==> src/rtl/data_requester.sv <==
// Outstanding-read tracker toward the DataInterface read port; in-order delivery.
// Optional: DATA_REQUESTER_ADDR_CHECK_EN flags returns whose address differs from the slot.
package DataInterface_pkg;

    localparam int ADDR_W = 8;

    typedef logic [ADDR_W-1:0] addr_t;

    typedef union packed {
        logic [127:0]     raw;
        logic [3:0][31:0] u32;
    } data_register_union_t;

    typedef struct packed {
        logic       valid;
        logic [3:0] request_id;
        logic [3:0] receive_id;
        addr_t      read_address;
    } read_request_t;

    typedef struct packed {
        logic                 valid;
        logic [3:0]           request_id;
        logic [3:0]           receive_id;
        addr_t                read_address;
        data_register_union_t data;
    } read_return_t;

endpackage

module data_requester
    import DataInterface_pkg::*;
#(
    parameter int unsigned REQUESTER_ID = 7,
    parameter int unsigned DEPTH        = 4
) (
    input  logic                 clk,
    input  logic                 rst,
    input  logic                 halt,
    input  logic                 cmd_valid,
    output logic                 cmd_ready,
    input  addr_t                cmd_address,
    output read_request_t        read_req,
    input  read_return_t         read_back,
    output logic                 rsp_valid,
    input  logic                 rsp_ready,
    output addr_t                rsp_address,
    output data_register_union_t rsp_data,
    output logic                 err
);

    localparam int IW = $clog2(DEPTH);
    localparam logic [3:0] RID = 4'(REQUESTER_ID);

    typedef enum logic [1:0] {
        FREE,
        PENDING,
        FILLED
    } slot_e;

    slot_e                st        [DEPTH];
    addr_t                slot_addr [DEPTH];
    data_register_union_t slot_data [DEPTH];

    logic [IW-1:0] head;
    logic [IW-1:0] tail;
    logic [IW-1:0] rid;
    logic          accept;
    logic          deliver;
    logic          ret_hit;
    logic          in_range;
    logic          ret_ok;
    logic          addr_bad;

    assign cmd_ready   = (st[tail] == FREE) && !halt;
    assign accept      = cmd_valid && cmd_ready;
    assign rsp_valid   = (st[head] == FILLED);
    assign deliver     = rsp_valid && rsp_ready;
    assign rsp_address = slot_addr[head];
    assign rsp_data    = slot_data[head];

    assign rid      = read_back.receive_id[IW-1:0];
    assign ret_hit  = read_back.valid && (read_back.request_id == RID);
    assign in_range = 32'(read_back.receive_id) < DEPTH;
    assign ret_ok   = ret_hit && in_range && (st[rid] == PENDING);

`ifdef DATA_REQUESTER_ADDR_CHECK_EN
    assign addr_bad = ret_ok && (read_back.read_address != slot_addr[rid]);
`else
    logic unused_ret_addr;
    assign unused_ret_addr = ^read_back.read_address;
    assign addr_bad = 1'b0;
`endif

    // Accept, capture and delivery always touch distinct slots
    always_ff @(posedge clk or negedge rst) begin
        if (!rst) begin
            for (int i = 0; i < DEPTH; i++) begin
                st[i] <= FREE;
            end
            head     <= '0;
            tail     <= '0;
            read_req <= '0;
            err      <= 1'b0;
        end else begin
            if (accept) begin
                st[tail] <= PENDING;
                tail     <= tail + 1'b1;
                read_req <= '{
                    valid:        1'b1,
                    request_id:   RID,
                    receive_id:   4'(tail),
                    read_address: cmd_address
                };
            end else begin
                read_req <= '0;
            end
            if (ret_ok) begin
                st[rid] <= FILLED;
            end
            if (deliver) begin
                st[head] <= FREE;
                head     <= head + 1'b1;
            end
            if ((ret_hit && !ret_ok) || addr_bad) begin
                err <= 1'b1;
            end
        end
    end

    always_ff @(posedge clk) begin
        if (accept) begin
            slot_addr[tail] <= cmd_address;
        end
        if (ret_ok) begin
            slot_data[rid] <= read_back.data;
        end
    end

endmodule

==> config.mk <==
export PLATFORM = sky130hd
export DESIGN_NAME = data_requester
export DESIGN_NICKNAME = d
export VERILOG_FILES = /design/src/rtl/data_requester.sv
export SDC_FILE = /design/constraint.sdc
export NUM_CORES = 1
export LEC_CHECK = 0
export CAP_MARGIN = 20
export CELL_PAD_IN_SITES_DETAIL_PLACEMENT = 1
export CELL_PAD_IN_SITES_GLOBAL_PLACEMENT = 2
export CORE_MARGIN = 2
export CORE_UTILIZATION = 42
export DETAILED_ROUTE_END_ITERATION = 8
export GPL_TIMING_DRIVEN = 0
export PLACE_DENSITY_LB_ADDON = 0.2
export SETUP_SLACK_MARGIN = 0.2
export SLEW_MARGIN = 20
export SYNTH_ARGS = -nofsm -noshare
export SYNTH_HDL_FRONTEND = slang
export SYNTH_SLANG_ARGS = --single-unit
==> constraint.sdc <==
create_clock -name clk -period 11.6 [get_ports clk]
set_clock_uncertainty 0.15 [all_clocks]
set_input_delay 1.74 -clock clk [delete_from_list [all_inputs] [get_ports clk]]
set_output_delay 1.74 -clock clk [all_outputs]
set_load 0.02 [all_outputs]
==> flow_summary.toml, run 1 <==
[layout]
final_common_cell = "edfxtp_1"
layout_common_cells = "edfxtp_1, clkdlybuf4s50_1, mux4_2"
syn_to_final_growth_pct = 30.47
nNetsFinal = 1401
final_layout_size_suffix_gt1_frac = 0.2207

[yosys]
ys_ff_latch = 568
netlist_area_sq_um = 20830
syn_avg_cell_area_sq_um = 25.10
yosysTopAreaCellShare = 0.7842
synth_warnings = 0
synthTopCellsByArea = "edfxtp_1, mux4_2, dfrtp_1, ha_1, buf_2"
synth_cells = 830
synth_cell_type_count = 35
synth_area_leader_cell = "edfxtp_1"
ys_seq_area_frac = 0.8131

[clock_network]
cts_root_buf = "clkbuf_16"
cts_hold_buf = 0
ctsResizeCount = 0
htree_levels = 2
cts_tree = "built"
cts_num_sinks = 568
clock_path_buffers = 3
numCtsBuffers = 58
clock_latency_ns = 0.60
cts.clk_slew.worst_paths_ns = 0.06
postCtsSetupRepairBufs = 0

[floorplan]
num_rows = 81
die_x_um = 226.7
die_h_um = 226.7
start_util = 0.4255
io_pins = 314
core_area_sq_um = 48950
fp.dieArea_sq_um = 51390

[timing]
grt_setup_unrepaired = "no"
period_share = 0.4637
hold_viol = 0
slew_headroom = 0.3418
setup_viol = 0
fin_crit_ns = 5.379
final.setup.tns_ns = 0
whs_ns = 0.3308
slew_violations = 0
fmax_mhz = 185.9
worst_pin_slew_ns = 0.9864

[worst_hold_path]
min_from = "err"
hold_path.class = "register to register"

[outcome]
status = "complete, no violations"

[grt]
use_met1 = 0.2372
grt_pass1_vias = 10830
antenna_found_initial = 7
met3_usage = 0.05857
busiest_layer = "met2"
grt_pass1_wl_um = 69660
met2_usage = 0.3015
grtUsageTotal = 0.1841
grt_max_degree = 25
overflow = 0

[setup_path]
crit_arrival_ns = 3.49
crit_fanout = 10
rr_startpoint = "st[1]"
worst-setup-path-type = "register to output port"
slowest_delay_ns = 0.73
endpoint_kind = "output port"
required_ns = 9.71
startpoint_type = "register"
worstPathCellList = "clkbuf_1 -> buf_1 -> mux4_2 -> clkdlybuf4s50_1"
cp_slowest_cell = "clkbuf_1"
startpoint = "head[1]"

[power]
vdd_drop_max_mv = 0.1816
p_leak_nw = 8.835
power.total_mw = 6.010
p_per_area_nw_per_um2 = 221.1

[routing]
ant_nets = 0
viasPerCell = 5.081
dr.pass1.iters = 4
vias = 9883
drc_errors = 0
wl_um = 46170
post_drt_wl_per_cell_um = 23.74
drt_iter0_markers = 597

[placed_design]
gp_congestion = 0.7081
dp_hpwl_um = 32280
port_buffers = 301

[flow_run]
drv_cap = 0
## metal layers
layer | part of all wire | up-vias
met5 | 0.0018 | -
met4 | 0.024 | 12
met2 | 0.50 | 282
li1 | - | 4361
met3 | 0.074 | 87
met1 | 0.40 | 5141
## synth_stat cells (all sizes together)
library cell and number:
o21ai 1, clkbuf 11, a311oi 1, nand4 1, nand3 1, ha 8, and4b 1, o2111ai 1
and2 11, a2bb2oi 4, and3 4, nor3b 1, edfxtp 544, nor2 7, o21bai 1, a211oi 5
buf 30, xnor2 2, nor3 1, inv 9, nor2b 6, and3b 1, mux2 2, nand2 3
dfrtp 24, nor4 1, conb 1, a31oi 8, mux2i 2, mux4 138
## worst paths after layout
kind / to / slack [ns] / cells after the start
setup / recovery: rsp_data[64] / 6.22 / 4
hold / removal: err / 0.33 / 1
setup reg to reg: slot_data[0][69] / 8.32 / 8
hold reg to reg: err / 0.33 / 1
max in group asynchronous: st[0] / 9.93 / 1
min in group asynchronous: read_req[4] / 0.98 / 1
## area by class of cell
| class | instances | area, sq um |
|---|---|---|
| Inverter | 9 | 33.78 |
| Fill cell | 4206 | 21770 |
| Sequential cell | 568 | 16940 |
| Clock inverter | 30 | 239.0 |
| Multi-Input combinational cell | 214 | 3695 |
| Timing Repair Buffer | 343 | 3697 |
| Tap cell | 664 | 830.8 |
| Antenna cell | 3 | 7.507 |
| Clock buffer | 73 | 1529 |
| Buffer | 41 | 207.7 |
## critical path: cells and delay by family (launching register included)
kind | cells | cell delay [ns]
mux | 1 | 0.35
flops | 1 | 0.43
buf+inv | 3 | 2.10
## sequential cells by signal (all words and copies together), names as in the netlist
register	flops
slot_data	512
tail	2
head	2
slot_addr	32
st	8
err	1
read_req	11
## report_power, final
group	switching (mW)	leakage (nW)	internal, mW
sequential	0.0321	5.20	2.29
combinational	0.986	2.78	0.955
clock	0.738	0.856	1.01
## stage by stage
step                      cells  utilization  setup WS, ns  cell area, sq um
after floorplan             832            -         1.374             20840
after global placement     1797       0.5043        -5.232             24690
after detailed placement   1839       0.5189         6.447             25400
after CTS                  1942       0.5550         6.086             27170
after global routing       1943       0.5551         6.001             27170
final                      1945       0.5552         6.221             27180
## cells by family after synthesis
kind of cell	count (synthesis)	share of synthesized area
xor gates and xnor gates	2	0.0008411
buffers and inverters	50	0.01159
and+or+nand+nor	38	0.01075
AOI/OAI and AO/OA	21	0.007328
DFF	568	0.8131
other	1	0.0001800
muxes	142	0.1514
adders and majority gates	8	0.004806
(Power assumes the default switching activity.)
==> run 2: changes to the inputs <==
==> constraint.sdc (replaced) <==
create_clock -name clk -period 5 [get_ports clk]
set_clock_uncertainty 0.15 [all_clocks]
set_input_delay 0.75 -clock clk [delete_from_list [all_inputs] [get_ports clk]]
set_output_delay 0.75 -clock clk [all_outputs]
set_load 0.02 [all_outputs]
==> run 2 against run 1 <==
  * Wire length grew 1.8%
  * Combinational power grew 130%
  * Largest cell class unchanged
  * Critical path depth stayed put
  * First-iteration DRC count decreased by 17%
  * Highest routed layer unchanged
  * Critical endpoint is now rsp_data[60]
  * Clock power increased by 150%
==> flow_summary.toml, run 2 (synthesis gave the netlist of run 1 again) <==
[worst_hold_path]
hold_path_depth = 1
hold_path.class = "register to register"

[placed_design]
gp_congestion = 0.7405
port_buffers = 301
dp_cells = 1839
post-place-ws_ns = 1.128
dp_hpwl_um = 32440

[power]
net-switching-power_mw = 4.128
p_per_area_nw_per_um2 = 519.8
combPwrFrac = 0.317
p_leak_nw = 8.913
p_sw_frac = 0.2905
power_frac_clock = 0.304
p_seq_frac = 0.379
vdd_drop_max_mv = 0.3204
intPower_mw = 10.08

[setup_path]
worstPathCellList = "clkbuf_1 -> buf_1 -> mux4_2 -> clkdlybuf4s50_1"
r2r_cells = 8
required_ns = 4.10
cp_slowest_cell = "clkbuf_1"
crit_arrival_ns = 3.48
startpoint_type = "register"
path_buf_inv = 3
crit_family = "buffers and inverters"
worst-setup-path-type = "register to output port"
worst-path-stages = 4
slowest_delay_ns = 0.77
crit_fanout = 10
endpoint_kind = "output port"

[timing]
slew_violations = 0
worst_pin_slew_ns = 1.001
setup_viol = 0
fmax_mhz = 228.4
fin_crit_ns = 4.379
slew_headroom = 0.3328
setup_slack_ns = 0.6212
period_share = 0.8758
grt_setup_unrepaired = "no"
hold_viol = 0

[routing]
ant_nets = 0
wl_um = 46990
dr.pass1.iters = 6
drt_iter0_markers = 494
drc_errors = 0
post_drt_wl_per_cell_um = 24.07
vias = 9968
viasPerCell = 5.107

[clock_network]
clock_path_buffers = 3
cts_tree = "built"
cts.clk_slew.worst_paths_ns = 0.06
htree_levels = 2
clock_latency_ns = 0.60
cts_root_buf = "clkbuf_16"
numCtsBuffers = 59
cts_num_sinks = 568
postCtsSetupRepairBufs = 0
ctsResizeCount = 0

[grt]
grt_pass1_vias = 10960
grt_max_degree = 25
antenna_found_initial = 6
overflow = 0
grtUsageTotal = 0.1866
grt_pass1_wl_um = 70080

[layout]
layout_common_cells = "edfxtp_1, clkdlybuf4s50_1, mux4_2"
largest_reg_flops = 512
top_register = "slot_data"
final_common_cell = "edfxtp_1"
top_regs = "slot_data x512, slot_addr x32, read_req x11"
syn_to_final_growth_pct = 31.23
nFillCells = 4187
final_cells = 1952
final_layout_size_suffix_gt1_frac = 0.2315
post-route-util = 0.5584
nNetsFinal = 1403

[floorplan]
start_util = 0.4255
core_area_sq_um = 48950
die_h_um = 226.7
fp.dieArea_sq_um = 51390
die_x_um = 226.7
num_rows = 81
io_pins = 314

[outcome]
status = "complete, no violations"

[flow_run]
drv_cap = 0
## run 2: path summary, 6_finish.rpt
path,start,end,slack [ns]
max in group asynchronous,rst,read_req[2],3.78
setup reg to reg,st[1],slot_data[0][33],2.23
min in group asynchronous,rst,err,0.53
setup / recovery,head[1],rsp_data[60],0.62
hold reg to reg,err,err,0.34
hold / removal,err,err,0.34
## run 2: worst reg2reg max path, stage by stage (launching register included)
cell and delay (ns):
dfrtp_1 0.45, mux2i_4 0.20, o2111ai_4 0.24, nor4_4 0.50
buf_6 0.24, buf_6 0.16, buf_6 0.16, buf_4 0.22
buf_6 0.17
## run 2: power by group through the flow
stage                     clock [mW]  combinational [mW]  sequential [mW]
after floorplan                    0                2.60             5.48
after CTS                       4.44                4.61             5.38
after global placement             0                4.57             5.48
final                           4.32                4.50             5.38
after global routing            4.59                4.81             5.39
after detailed placement           0                4.59             5.48
## run 2: final cells by class
| cell class | instances | area [sq um] | share of cell area |
|---|---|---|---|
| timing repair buffer | 344 | 3675 | 0.1344 |
| clock inverter | 34 | 345.3 | 0.01263 |
| tap | 664 | 830.8 | 0.03039 |
| clock buffer | 77 | 1564 | 0.05722 |
| buffer | 41 | 222.7 | 0.008148 |
| antenna | 1 | 2.502 | 0.00009155 |
| inverter | 9 | 33.78 | 0.001236 |
| multi-input combinational | 214 | 3725 | 0.1363 |
| sequential | 568 | 16940 | 0.6196 |
## run 2: through the flow
step | area (sq um) | total power, mW | hold WS [ns] | TNS, ns
after detailed placement | 25410 | 10.07 | 0.3330 | 0
after floorplan | 20910 | 8.079 | 0.3044 | -224.84
after CTS | 27330 | 14.44 | 0.3335 | 0
final | 27340 | 14.21 | 0.3435 | 0
after global routing | 27330 | 14.79 | 0.3395 | 0
after global placement | 24750 | 10.05 | 0.3095 | -2074.40
## run 2: what timing repair did
action / in CTS / in global routing
hold buffers: 1 / 0
endpoints found under the setup margin: 0 / 0
endpoints found under the hold margin: 24 / 0
## run 2: per-layer routing
layer	global-route usage	part of all wire	vias to the layer above
met5	0	0.0015	-
met4	0.04181	0.017	10
met3	0.07101	0.084	76
met2	0.3059	0.49	260
met1	0.2365	0.40	5253
li1	-	-	4369
